===== config.mk =====
export PLATFORM = sky130hd
export DESIGN_NAME = rf_wb_arbiter
export DESIGN_NICKNAME = d
export VERILOG_FILES = /design/src/rtl/rf_wb_arbiter_pkg.sv /design/src/rtl/rf_wb_fifo.sv /design/src/rtl/rf_wb_arbiter.sv
export SDC_FILE = /design/constraint.sdc
export NUM_CORES = 1
export LEC_CHECK = 0
export CORE_MARGIN = 2
export CORE_UTILIZATION = 43
export CTS_CLUSTER_DIAMETER = 40
export CTS_CLUSTER_SIZE = 12
export DETAILED_ROUTE_END_ITERATION = 10
export PLACE_DENSITY = 0.84
export SETUP_SLACK_MARGIN = 0.1
export SYNTH_ARGS = -nofsm -noshare
export SYNTH_HDL_FRONTEND = slang
export SYNTH_HIERARCHICAL = 1
export SYNTH_SLANG_ARGS = --single-unit

===== constraint.sdc =====
create_clock -name clk -period 3.38 [get_ports clk]
set_clock_uncertainty 0.2 [all_clocks]
set_input_delay 0.676 -clock clk [delete_from_list [all_inputs] [get_ports clk]]
set_output_delay 0.676 -clock clk [all_outputs]
set_load 0.05 [all_outputs]

===== src/rtl/rf_wb_arbiter_pkg.sv =====
// Shared types for the register-file write-port arbiter.
//   REG_AW / XLEN : register index and data widths
//   wb_req_t      : pipeline writeback request {we, rd, data}
//   md_entry_t    : buffered MDU result {rd, data}
package rf_wb_arbiter_pkg;
  localparam int REG_AW = 5;
  localparam int XLEN   = 32;

  typedef struct packed {
    logic              we;
    logic [REG_AW-1:0] rd;
    logic [XLEN-1:0]   data;
  } wb_req_t;

  typedef struct packed {
    logic [REG_AW-1:0] rd;
    logic [XLEN-1:0]   data;
  } md_entry_t;
endpackage


===== src/rtl/rf_wb_fifo.sv =====
// Synchronous FIFO, DEPTH entries (power of 2) of WIDTH bits.
//   push/wdata : enqueue; push and pop may coincide, including at full
//   pop        : dequeue head (caller guarantees !empty)
//   rdata      : current head, valid while !empty
//   full/empty : occupancy flags
module rf_wb_fifo #(
  parameter int DEPTH = 2,
  parameter int WIDTH = 37
) (
  input  logic             clk,
  input  logic             rst,
  input  logic             push,
  input  logic             pop,
  input  logic [WIDTH-1:0] wdata,
  output logic [WIDTH-1:0] rdata,
  output logic             full,
  output logic             empty
);
  localparam int AW = (DEPTH > 1) ? $clog2(DEPTH) : 1;

  // One extra pointer bit distinguishes full from empty.
  logic [AW:0]      wr_q, wr_d, rd_q, rd_d;
  logic [WIDTH-1:0] mem_q [DEPTH];
  logic [WIDTH-1:0] mem_d [DEPTH];

  always_comb begin
    mem_d = mem_q;
    wr_d  = wr_q;
    rd_d  = rd_q;
    if (push) begin
      mem_d[wr_q[AW-1:0]] = wdata;
      wr_d = wr_q + 1'b1;
    end
    if (pop) rd_d = rd_q + 1'b1;
  end

  assign rdata = mem_q[rd_q[AW-1:0]];
  assign empty = (wr_q == rd_q);
  assign full  = (wr_q[AW] != rd_q[AW]) && (wr_q[AW-1:0] == rd_q[AW-1:0]);

  always_ff @(posedge clk) begin
    if (rst) begin
      wr_q <= '0;
      rd_q <= '0;
    end else begin
      wr_q <= wr_d;
      rd_q <= rd_d;
    end
    mem_q <= mem_d;
  end
endmodule


===== src/rtl/rf_wb_arbiter.sv =====
// Register-file write-port arbiter between pipeline writeback and MDU results.
//   wb_*      : pipeline writeback request; wb_stall holds the WB stage
//   md_issue* : MDU issue, marks destination busy in the scoreboard
//   md_*      : MDU result handshake (md_valid/md_ready) into the result FIFO
//   id_*      : decode-stage operands; hazard_stall on busy registers
//   busy_vec  : scoreboard (debug)
//   rf_*      : register-file write port
module rf_wb_arbiter
  import rf_wb_arbiter_pkg::*;
#(
  parameter int QDEPTH     = 2,
  parameter int STARVE_MAX = 4
) (
  input  logic              clk,
  input  logic              rst,
  input  logic              wb_we,
  input  logic [REG_AW-1:0] wb_rd,
  input  logic [XLEN-1:0]   wb_data,
  output logic              wb_stall,
  input  logic              md_issue,
  input  logic [REG_AW-1:0] md_issue_rd,
  input  logic              md_valid,
  input  logic [REG_AW-1:0] md_rd,
  input  logic [XLEN-1:0]   md_data,
  output logic              md_ready,
  input  logic [REG_AW-1:0] id_rs1,
  input  logic [REG_AW-1:0] id_rs2,
  input  logic [REG_AW-1:0] id_rd,
  input  logic              id_use_rs1,
  input  logic              id_use_rs2,
  input  logic              id_rd_we,
  output logic              hazard_stall,
  output logic [31:0]       busy_vec,
  output logic              rf_we,
  output logic [REG_AW-1:0] rf_wa,
  output logic [XLEN-1:0]   rf_wd
);
  localparam int SW = $clog2(STARVE_MAX + 1);
  localparam logic [SW-1:0] STARVE_LIM = SW'(STARVE_MAX);

  wb_req_t        wb_req;
  md_entry_t      push_entry, head;
  logic           full, empty, push, pop, force_drain, wb_active;
  logic [SW-1:0]  starve_q, starve_d;
  logic [31:0]    busy_q, busy_d;

  assign wb_req     = '{we: wb_we, rd: wb_rd, data: wb_data};
  assign push_entry = '{rd: md_rd, data: md_data};

  rf_wb_fifo #(
    .DEPTH (QDEPTH),
    .WIDTH ($bits(md_entry_t))
  ) u_fifo (
    .clk   (clk),
    .rst   (rst),
    .push  (push),
    .pop   (pop),
    .wdata (push_entry),
    .rdata (head),
    .full  (full),
    .empty (empty)
  );

  always_comb begin
    // A writeback to x0 is architecturally a no-op and never takes the port.
    wb_active   = wb_req.we && (wb_req.rd != '0);
    force_drain = (starve_q == STARVE_LIM) && !empty;
    md_ready    = !rst && !full;
    push        = md_valid && md_ready;
    pop         = !rst && !empty && (force_drain || !wb_active);
    wb_stall    = !rst && force_drain && wb_active;

    rf_we = 1'b0;
    rf_wa = '0;
    rf_wd = '0;
    if (pop) begin
      rf_we = 1'b1;
      rf_wa = head.rd;
      rf_wd = head.data;
    end else if (!rst && wb_active) begin
      rf_we = 1'b1;
      rf_wa = wb_req.rd;
      rf_wd = wb_req.data;
    end

    starve_d = starve_q;
    if (empty || pop)             starve_d = '0;
    else if (starve_q != STARVE_LIM) starve_d = starve_q + 1'b1;

    // Set is applied after clear so a re-issue to the popping register wins.
    busy_d = busy_q;
    if (pop) busy_d[head.rd] = 1'b0;
    if (md_issue && (md_issue_rd != '0)) busy_d[md_issue_rd] = 1'b1;
    busy_d[0] = 1'b0;

    // busy_q still reflects a register popping this cycle: the RF commits it late.
    hazard_stall = !rst &&
      ((id_use_rs1 && (id_rs1 != '0) && busy_q[id_rs1]) ||
       (id_use_rs2 && (id_rs2 != '0) && busy_q[id_rs2]) ||
       (id_rd_we   && (id_rd  != '0) && busy_q[id_rd]));
  end

  assign busy_vec = busy_q;

  always_ff @(posedge clk) begin
    if (rst) begin
      starve_q <= '0;
      busy_q   <= '0;
    end else begin
      starve_q <= starve_d;
      busy_q   <= busy_d;
    end
  end
endmodule


Word-level counts from Yosys, hierarchy flattened
Cells that the tools add are included.

storage, ports and cells
  register bits = 113
  input port bits = 102
  output and inout bits = 73
  logic and storage cells = 89

operators by class
  add/subtract/negate cells = 3
  order comparisons = 10
  eq/ne operators = 5
  muxes and demuxes = 24
  bitwise logic cells = 5
  reductions and logical operators = 35

operator list
  operator                                                    number
  two-way mux 37 bit                                          4
  two-way mux 32 bit                                          4
  bitwise mux 74 bit                                          1
  demux 37 bit (select 1 bit)                                 1
  AND 32 bit                                                  1
  NOT 32 bit                                                  1
  bitwise OR 32 bit                                           1
  less-than comparator 5 x 6 -> 1 bit, second input constant  5
  nonzero test 5 bit                                          5
  logical AND 1 bit                                           21
  binary-select mux 1 bit (select 5 bit)                      3
  demux 1 bit (select 5 bit)                                  2
  >= comparator 5 x 1 -> 1 bit, second input constant         2
  two-way mux 5 bit                                           2
  two-way mux 1 bit                                           7
  adder 2 x 1 -> 2 bit, second input constant                 2
  >= comparator 2 bit, second input constant                  2
  zero test 1 bit                                             4
  logical OR 1 bit                                            4
  NOT 1 -> 2 bit                                              2
  adder 3 x 1 -> 3 bit, second input constant                 1
  == test 3 bit, second input constant                        1
  inequality test 3 bit, second input constant                1
  == test 2 bit                                               1
  other kinds (4)                                             4

Depth between registers and ports, before layout
Gate-level depths: netlist of run 1.

  depth in word-level cells = 13
  gate-level depth with buffers = 10
  mapped depth without buffers = 8

Cells and area by module
Netlist of run 1, hierarchy kept.

by module, submodules not included
  module         times used  cells each  area an instance (µm²)  sequential area each (µm²)
  rf_wb_fifo     1           136         3026.7                  2302.2
  rf_wb_arbiter  1           362         2912.8                  680.7

Worst setup path after synthesis of run 1
No wires, ideal clock.

  kind = input port to flip-flop
  start = in rst
  end = reg u_fifo/mem_q[37] (netlist name), enable pin
  library setup time = 0.436 ns
  arrival time = 3.520 ns
  data required time = 2.744 ns
  slack = -0.776 ns
  cell stages on the path = 4
  buffers on the path = 1
  cells stage by stage = clkbuf_1 > nor2_1 > and2_1 > nor2b_1

on the way
  word-level cells in the longest chain between the ends = 3

RTL lines
  item                  line                 text
  from (decl)           rf_wb_arbiter.sv:15  input logic rst,
  zero test 1 bit       rf_wb_arbiter.sv:68  md_ready = !rst && !full;
  logical AND 1 bit     rf_wb_arbiter.sv:68
  named net md_ready    rf_wb_arbiter.sv:25  output logic md_ready,
  logical AND 1 bit     rf_wb_arbiter.sv:69  push = md_valid && md_ready;
  named net push        rf_wb_arbiter.sv:43  logic full, empty, push, pop, force_drain, wb_active;
  to (signal assigned)  rf_wb_fifo.sv:49     mem_q <= mem_d;
  to (decl)             rf_wb_fifo.sv:23     logic [WIDTH-1:0] mem_q [DEPTH];

The timed path passes the listed nets, and every way through them passes these cells.
A chain may end at the register's enable or synchronous reset.

Final worst setup path of run 1
  start = in wb_rd[0]
  end = out rf_wa[2]

on the way
  word-level cells in the longest chain between the ends = 6
  elaborated cells on any way between the ends = 8
  classes of those cells = mux: 2; reduce/logical: 6

RTL lines
  item                  line                 text
  from (decl)           rf_wb_arbiter.sv:17  input logic [REG_AW-1:0] wb_rd,
  nonzero test 5 bit *  rf_wb_arbiter.sv:66  wb_active = wb_req.we && (wb_req.rd != '0);
  logical AND 1 bit *   rf_wb_arbiter.sv:66
  zero test 1 bit       rf_wb_arbiter.sv:70  pop = !rst && !empty && (force_drain || !wb_active);
  logical OR 1 bit      rf_wb_arbiter.sv:70
  logical AND 1 bit     rf_wb_arbiter.sv:70
  two-way mux 5 bit *   rf_wb_arbiter.sv:76  if (pop) begin
  to (decl)             rf_wb_arbiter.sv:35  output logic [REG_AW-1:0] rf_wa,

Mark *: on every way between the ends. The rest lies on a longest branch, timed or not.

==> implementation parameters, run 1 <==
Parameter                              Value

Power and ir drop
  Clock share of power ... 29.8%
  Internal Pwr Total ... 2.43 mW
  Leakage dissipation ... 3.23 nW
  NetSw ... 894 uW
  Power density cells ... 381 nW/um2
  Power share of the combinational group ... 24.4%
  Net switching fraction of the power ... 26.9%
  Peak ir drop on the vdd network ... 320 uV
  PnR Total Power ... 3.32 mW
  Part of the power in registers ... 45.9%

Place
  Placed Cells ... 843
  Detailed placer's ending HPWL ... 12.5 mm
  Weighted congestion reported at the end of routability-driven placement ... 0.893
  Port buffer count ... 173
  Pre-CTS worst setup slack ... -0.310 ns

Synthesis
  Mean Syn Cell Area ... 11.9 um2
  EDFF count, synth ... 74
  Cells after Synth ... 498
  Number of synthesized register bits ... 112
  Sequential share of the synthesized area ... 50.2%
  Net Count, Synth ... 602
  Synth Flop Type ... sky130_fd_sc_hd__edfxtp_1
  Number of synthesis warnings ... 6
  Distinct cell type count of the synthesized netlist ... 45
  Fraction of registers with async set or reset after synthesis ... 0%
  Synth Cell Area ... 5940 um2

Timing
  Final number of max-transition violations ... 0
  Achievable Freq ... 0.307 GHz
  Setup repair after global routing missed its margin ... yes
  Final setup violation count ... 0
  Minimum clock period after layout ... 3.25 ns
  Hold Slack ... 0.259 ns
  Setup_tns ... 0 ns
  Worst path setup slack after routing ... 0.126 ns
  Actual slew at the worst max-slew pin ... 0.728 ns
  Share of the clock period used by the worst path after layout ... 96.3%
  Headroom to the max-slew limit ... 51.5%
  Fin. Hold Viols ... 0

Cells and area
  Non-Filler Instances ... 861
  Net count of the finished layout ... 784
  Diodes inserted ... 0
  Share of final-layout standard cells stronger than drive strength 1 ... 26.4%
  Synthesis-to-finish area growth ... 46.8%

Clock network
  TritonCTS clock tree ... done
  Max clock buf depth ... 2
  # hold bufs at CTS ... 0
  Clock transition at the registers of the reported paths ... 0.07 ns
  Num Clock Sinks ... 112
  H-tree levels ... 3
  Library cell used as clock root buffer ... sky130_fd_sc_hd__clkbuf_16
  Clock insertion delay at the later pin of the skew report ... 0.34 ns
  Clock buffers created by TritonCTS ... 9

Outcome
  Result of the run ... completed

Floorplan
  Number of top-level pins ... 175
  Total Die Area ... 14800 um2
  Core Area ... 13300 um2
  Number of placement rows ... 42
  Width of the chip ... 122 um
  Effective utilization at floorplan ... 44.5%
  Height of the die ... 122 um

Critical path
  Kind of cell adding the most delay to the critical path ... simple AND/OR/NAND/NOR gates
  Critical path required time ... 2.50 ns
  Worst stage delay on the critical path ... 0.57 ns
  Critical path launch point type ... primary input
  Count of buffering cells on the critical path with inverters included ... 4
  Start-to-end type of the worst setup path ... primary input to output pin
  Maximum fanout count along the critical path ... 4
  Critical path endpoint category ... output pin
  Arrival time at the worst endpoint ... 2.38 ns
  Crit path max-delay cell type ... sky130_fd_sc_hd__or4_4
  Cell repeated most along the worst path ... sky130_fd_sc_hd__buf_4
  Critical Path, Cell by Cell ... clkdlybuf4s15_2 -> or4_4 -> o211ai_4 -> nand2_4 -> buf_4 -> buf_4 -> nand3_2 -> nand2_2 -> buf_12

Route
  Total vias in the final route ... 4894
  Number of DRC violations after detailed routing ... 0
  Number of DRC violations after detailed-routing iteration 0 ... 325
  Initial DRT Pass Iterations ... 4
  Final wirelength ... 16.8 mm
  Number of vias per cell after detailed routing ... 5.68
  Routed wirelength normalized by instance count ... 19.6 um
  Antenna Nets Post-Route ... 0

GRT
  Via count of the first global-routing pass ... 5105
  Pin count of the biggest net entering global routing ... 41
  First-pass GRT wire length ... 26.4 mm
  Number of antenna violations at the first check in global routing ... 0
  GRT overflow ... 0
  Total global routing track utilization ... 23.4%

Job
  Number of max-cap violations ... 0

Hold path
  Path type of the worst min-delay path ... register to register
[layout by cell type (no fill, tap or decap), types with 15 or more instances in the layout]
cell type and n:
sky130_fd_sc_hd__buf_12 43, sky130_fd_sc_hd__buf_4 23, sky130_fd_sc_hd__clkdlybuf4s50_1 121, sky130_fd_sc_hd__dfxtp_1 37
sky130_fd_sc_hd__edfxtp_1 74, sky130_fd_sc_hd__mux2_4 37, sky130_fd_sc_hd__mux4_2 15, sky130_fd_sc_hd__nand2_1 64
sky130_fd_sc_hd__nand2_2 19, sky130_fd_sc_hd__nand3_1 44, sky130_fd_sc_hd__o211ai_1 31, sky130_fd_sc_hd__o21ai_0 28
[routing by layer]
| layer | up-vias | part of all wire, % | track usage [%] |
|---|---|---|---|
| met5 | - | 0 | 0 |
| met4 | 0 | 1.4 | 7.33 |
| met3 | 16 | 8.4 | 4.84 |
| met2 | 246 | 51 | 41.3 |
| met1 | 2395 | 39 | 28.7 |
| li1 | 2237 | - | - |
[cells in the mapped netlist (9+ instances only)]
library cell | count | share of area, %
sky130_fd_sc_hd__inv_1 | 10 | 0.63
sky130_fd_sc_hd__buf_6 | 14 | 2.7
sky130_fd_sc_hd__dfxtp_1 | 38 | 13
sky130_fd_sc_hd__nor2_1 | 14 | 0.88
sky130_fd_sc_hd__nor2b_1 | 9 | 0.95
sky130_fd_sc_hd__mux2i_1 | 14 | 2.4
sky130_fd_sc_hd__mux2_4 | 37 | 9.4
sky130_fd_sc_hd__nand3_1 | 46 | 3.9
sky130_fd_sc_hd__o21ai_0 | 30 | 2.5
sky130_fd_sc_hd__nand2_1 | 83 | 5.2
sky130_fd_sc_hd__clkbuf_1 | 9 | 0.57
sky130_fd_sc_hd__mux4_2 | 14 | 5.3
sky130_fd_sc_hd__edfxtp_1 | 74 | 37
sky130_fd_sc_hd__o211ai_1 | 31 | 3.9
[path summary, 6_finish.rpt]
path                       to  slack (ns)  cells after the start            from
setup / recovery     rf_wa[2]        0.13                      9        wb_rd[0]
hold / removal    starve_q[0]        0.26                      1     starve_q[0]
setup reg to reg  busy_vec[9]        0.93                      6  u_fifo/rd_q[0]
hold reg to reg   starve_q[0]        0.26                      1     starve_q[0]
[worst register-to-register path, delay by kind of cell, from the launching register on]
family | cells | cell delay [ns]
AOI/OAI and AO/OA | 2 | 0.37
buffers and inverters | 1 | 0.58
DFF | 1 | 0.34
muxes | 1 | 0.42
and+or+nand+nor | 2 | 0.42
[metrics by stage]
| stage | utilization (%) | instance area [um2] |
|---|---|---|
| global placement | 62.4 | 8320 |
| global route | 65.3 | 8720 |
| detailed placement | 62.4 | 8320 |
| CTS | 65.1 | 8700 |
| finish | 65.3 | 8720 |
| floorplan | - | 5950 |
[power by group through the flow]
stage	sequential, mW	clock [mW]	combinational, mW
floorplan	1.56	0	0.402
global placement	1.55	0	0.773
detailed placement	1.56	0	0.790
CTS	1.52	1.01	0.807
global route	1.53	1.06	0.852
finish	1.52	0.990	0.810
[timing repair]
item                       4_1_cts  5_1_grt
pin swaps                        6        3
gates cloned                     1        0
resized for setup               47       10
buffers inserted                 1        0
setup endpoints to repair       40       32
[cell families (layout without fill, tap and decap cells)]
family / Yosys count / after routing / synth area share, %
multiplexers: 73 / 73 / 20.3
XOR/XNOR: 4 / 4 / 0.590
AO/OA/AOI/OAI: 76 / 76 / 8.74
other: 1 / 1 / 0.0631
buffers and inverters: 44 / 231 / 4.74
flip-flops: 112 / 112 / 50.2
adder cells (fa/ha/maj): 2 / 2 / 0.421
AND/OR/NAND/NOR: 186 / 186 / 14.9
[final cells by class]
| cell class | count | area, um2 |
|---|---|---|
| Sequential cell | 112 | 2980 |
| Fill cell | 993 | 4630 |
| Tap cell | 176 | 220 |
| Multi-Input combinational cell | 342 | 2770 |
| Clock inverter | 4 | 30.0 |
| Timing Repair Buffer | 204 | 2420 |
| Clock buffer | 12 | 248 |
| Inverter | 11 | 48.8 |
[flip-flops by register name, indices dropped and copies added, names as in the netlist]
signal,flops
u_fifo/mem_q,74
busy_vec,31
starve_q,3
u_fifo/rd_q,2
u_fifo/wr_q,2
Note: power is estimated with default switching activity, not from simulation.
==> inputs of run 2 (changes only) <==
==> constraint.sdc (replaced) <==
create_clock -name clk -period 3.38 [get_ports clk]
set_clock_uncertainty 0.2 [all_clocks]
set_input_delay 1.014 -clock clk [delete_from_list [all_inputs] [get_ports clk]]
set_output_delay 1.014 -clock clk [all_outputs]
set_load 0.05 [all_outputs]
==> run 2 against run 1 <==
Total power is 11% higher. Largest cell class is now multi-input gates. Utilization is 11 points higher. The flow now finishes with violations (negative setup slack). Final cell count rose by 5.7%.
==> implementation parameters, run 2 (same netlist as run 1, synthesis figures left out) <==
Parameter                              Value

Timing
  Fin. Hold Viols ... 0
  Final number of max-transition violations ... 0
  Share of the clock period used by the worst path after layout ... 117%
  Actual slew at the worst max-slew pin ... 0.787 ns
  Headroom to the max-slew limit ... 47.5%
  Achievable Freq ... 0.253 GHz
  Worst path setup slack after routing ... -0.574 ns
  Final setup violation count ... 40
  Setup repair after global routing missed its margin ... yes
  Minimum clock period after layout ... 3.95 ns
  Hold Slack ... 0.267 ns

Route
  Number of DRC violations after detailed-routing iteration 0 ... 571
  Initial DRT Pass Iterations ... 6
  Routed wirelength normalized by instance count ... 27.3 um
  Total vias in the final route ... 5598
  Number of DRC violations after detailed routing ... 0
  Antenna Nets Post-Route ... 0
  Final wirelength ... 24.8 mm
  Number of vias per cell after detailed routing ... 6.15

Floorplan
  Effective utilization at floorplan ... 44.5%
  Height of the die ... 122 um
  Width of the chip ... 122 um
  Core Area ... 13300 um2
  Total Die Area ... 14800 um2
  Number of placement rows ... 42
  Number of top-level pins ... 175

Cells and area
  Footprint of the multi-input gates ... 3690 um2
  Final-layout fill cell count ... 699
  Most frequent standard cell in the layout excluding fill and tap cells ... sky130_fd_sc_hd__clkdlybuf4s50_1
  Reg area ... 2980 um2
  Register with the most flip-flops ... u_fifo/mem_q
  Final core area utilization ... 76.6%
  Largest register FFs ... 74
  Net count of the finished layout ... 833
  Non-Filler Instances ... 910
  Synthesis-to-finish area growth ... 72.1%
  Leading cell types in the layout, fill and taps excluded ... 116 x sky130_fd_sc_hd__clkdlybuf4s50_1, 74 x sky130_fd_sc_hd__edfxtp_1, 48 x sky130_fd_sc_hd__buf_4
  Share of final-layout standard cells stronger than drive strength 1 ... 45.3%

Critical path
  Critical path required time ... 2.17 ns
  Maximum fanout count along the critical path ... 6
  Critical path launch point type ... primary input
  Arrival time at the worst endpoint ... 2.74 ns
  Start-to-end type of the worst setup path ... primary input to output pin
  Critical path endpoint category ... output pin

Power and ir drop
  Leakage dissipation ... 3.74 nW
  Peak ir drop on the vdd network ... 458 uV
  Power density cells ... 359 nW/um2
  PnR Total Power ... 3.67 mW

Outcome
  Violations in the final reports ... negative setup slack
  Result of the run ... finished with violations

GRT
  First-pass GRT wire length ... 34.2 mm
  Number of antenna violations at the first check in global routing ... 1
  Via count of the first global-routing pass ... 5829
  Total global routing track utilization ... 31.6%
  GRT overflow ... 0
  Pin count of the biggest net entering global routing ... 41

Clock network
  Clock buffers created by TritonCTS ... 9
  # hold bufs at CTS ... 0
  H-tree levels ... 3
  Clock transition at the registers of the reported paths ... 0.07 ns
  Max clock buf depth ... 2
  TritonCTS clock tree ... done
  Num Clock Sinks ... 112
  Library cell used as clock root buffer ... sky130_fd_sc_hd__clkbuf_16
  Clock insertion delay at the later pin of the skew report ... 0.36 ns

Place
  Port buffer count ... 173
  Detailed placer's ending HPWL ... 13.5 mm
  Weighted congestion reported at the end of routability-driven placement ... 0.913
  Placed Cells ... 863

Hold path
  Path type of the worst min-delay path ... register to register

Job
  Number of max-cap violations ... 0
==> run 2: cell types whose count changed in the layout (fill, tap and decap cells not counted), sizes merged, moves of 2 or more <==
cell and change:
inv -2, nor2 +5, buf +51, clkdlybuf4s50 -5, clkdlybuf4s15 -2, dlygate4sd2 -4
dlymetal6s2s +2
==> run 2: timing repair <==
action                                  4_1_cts  5_1_grt
endpoints found under the setup margin       41       40
setup buffers                                12        7
gates cloned                                 11        1
pin swaps                                    50       14
resized for setup                           159       43
==> run 2: metrics by stage <==
stage / TNS (ns) / worst slack [ns] / cell area (um2)
3_3_place_gp: -35.23 / -0.988 / 8890
4_1_cts: -19.02 / -0.559 / 9930
5_1_grt: -21.05 / -0.611 / 10200
3_5_place_dp: -39.19 / -1.07 / 8890
6_report: -19.77 / -0.574 / 10200
2_1_floorplan: -11.04 / -0.330 / 6390
==> run 2: power by group <==
group          total (mW)  internal (mW)  switching, mW
sequential           1.53           1.50         0.0224
combinational        1.08          0.504          0.572
clock                1.07          0.568          0.503
==> run 2: metal layers <==
metal	global-route usage, %	wire [um]	vias up
met2	57.8	13100	380
met3	6.25	2080	71
li1	-	-	2347
met1	35.1	8530	2800
met5	0	0	-
met4	15.1	1150	0
==> run 2: final cells by class <==
cell class | count | share of cell area [%]
antenna | 1 | 0.0245
clock buffer | 11 | 2.28
clock inverter | 4 | 0.453
inverter | 11 | 0.661
multi-input combinational | 347 | 36.1
sequential | 112 | 29.2
tap | 176 | 2.15
timing repair buffer | 248 | 29.1
==> run 2: critical path, stage by stage <==
cell,delay (ns)
sky130_fd_sc_hd__buf_6,0.09
sky130_fd_sc_hd__or4_4,0.56
sky130_fd_sc_hd__o211ai_4,0.21
sky130_fd_sc_hd__nand2_4,0.09
sky130_fd_sc_hd__buf_12,0.15
sky130_fd_sc_hd__clkinv_16,0.07
sky130_fd_sc_hd__buf_12,0.10
sky130_fd_sc_hd__buf_16,0.15
sky130_fd_sc_hd__nand2_8,0.07
sky130_fd_sc_hd__nand2_4,0.08
sky130_fd_sc_hd__buf_12,0.13
==> run 2: final timing paths <==
check        slack, ns     endpoint      startpoint  cells after the start
max reg2reg       0.80  busy_vec[3]  u_fifo/rd_q[0]                      5
min reg2reg       0.27  starve_q[0]     starve_q[0]                      1
min               0.27  starve_q[0]     starve_q[0]                      1
max              -0.57    rf_wd[25]        wb_rd[3]                     11
==> inputs of run 3 (changes only) <==
CTS_CLUSTER_DIAMETER = 50   (was 40)
==> results of run 3 <==
No change in the layout: final DEF, timing and power equal those of run 2.
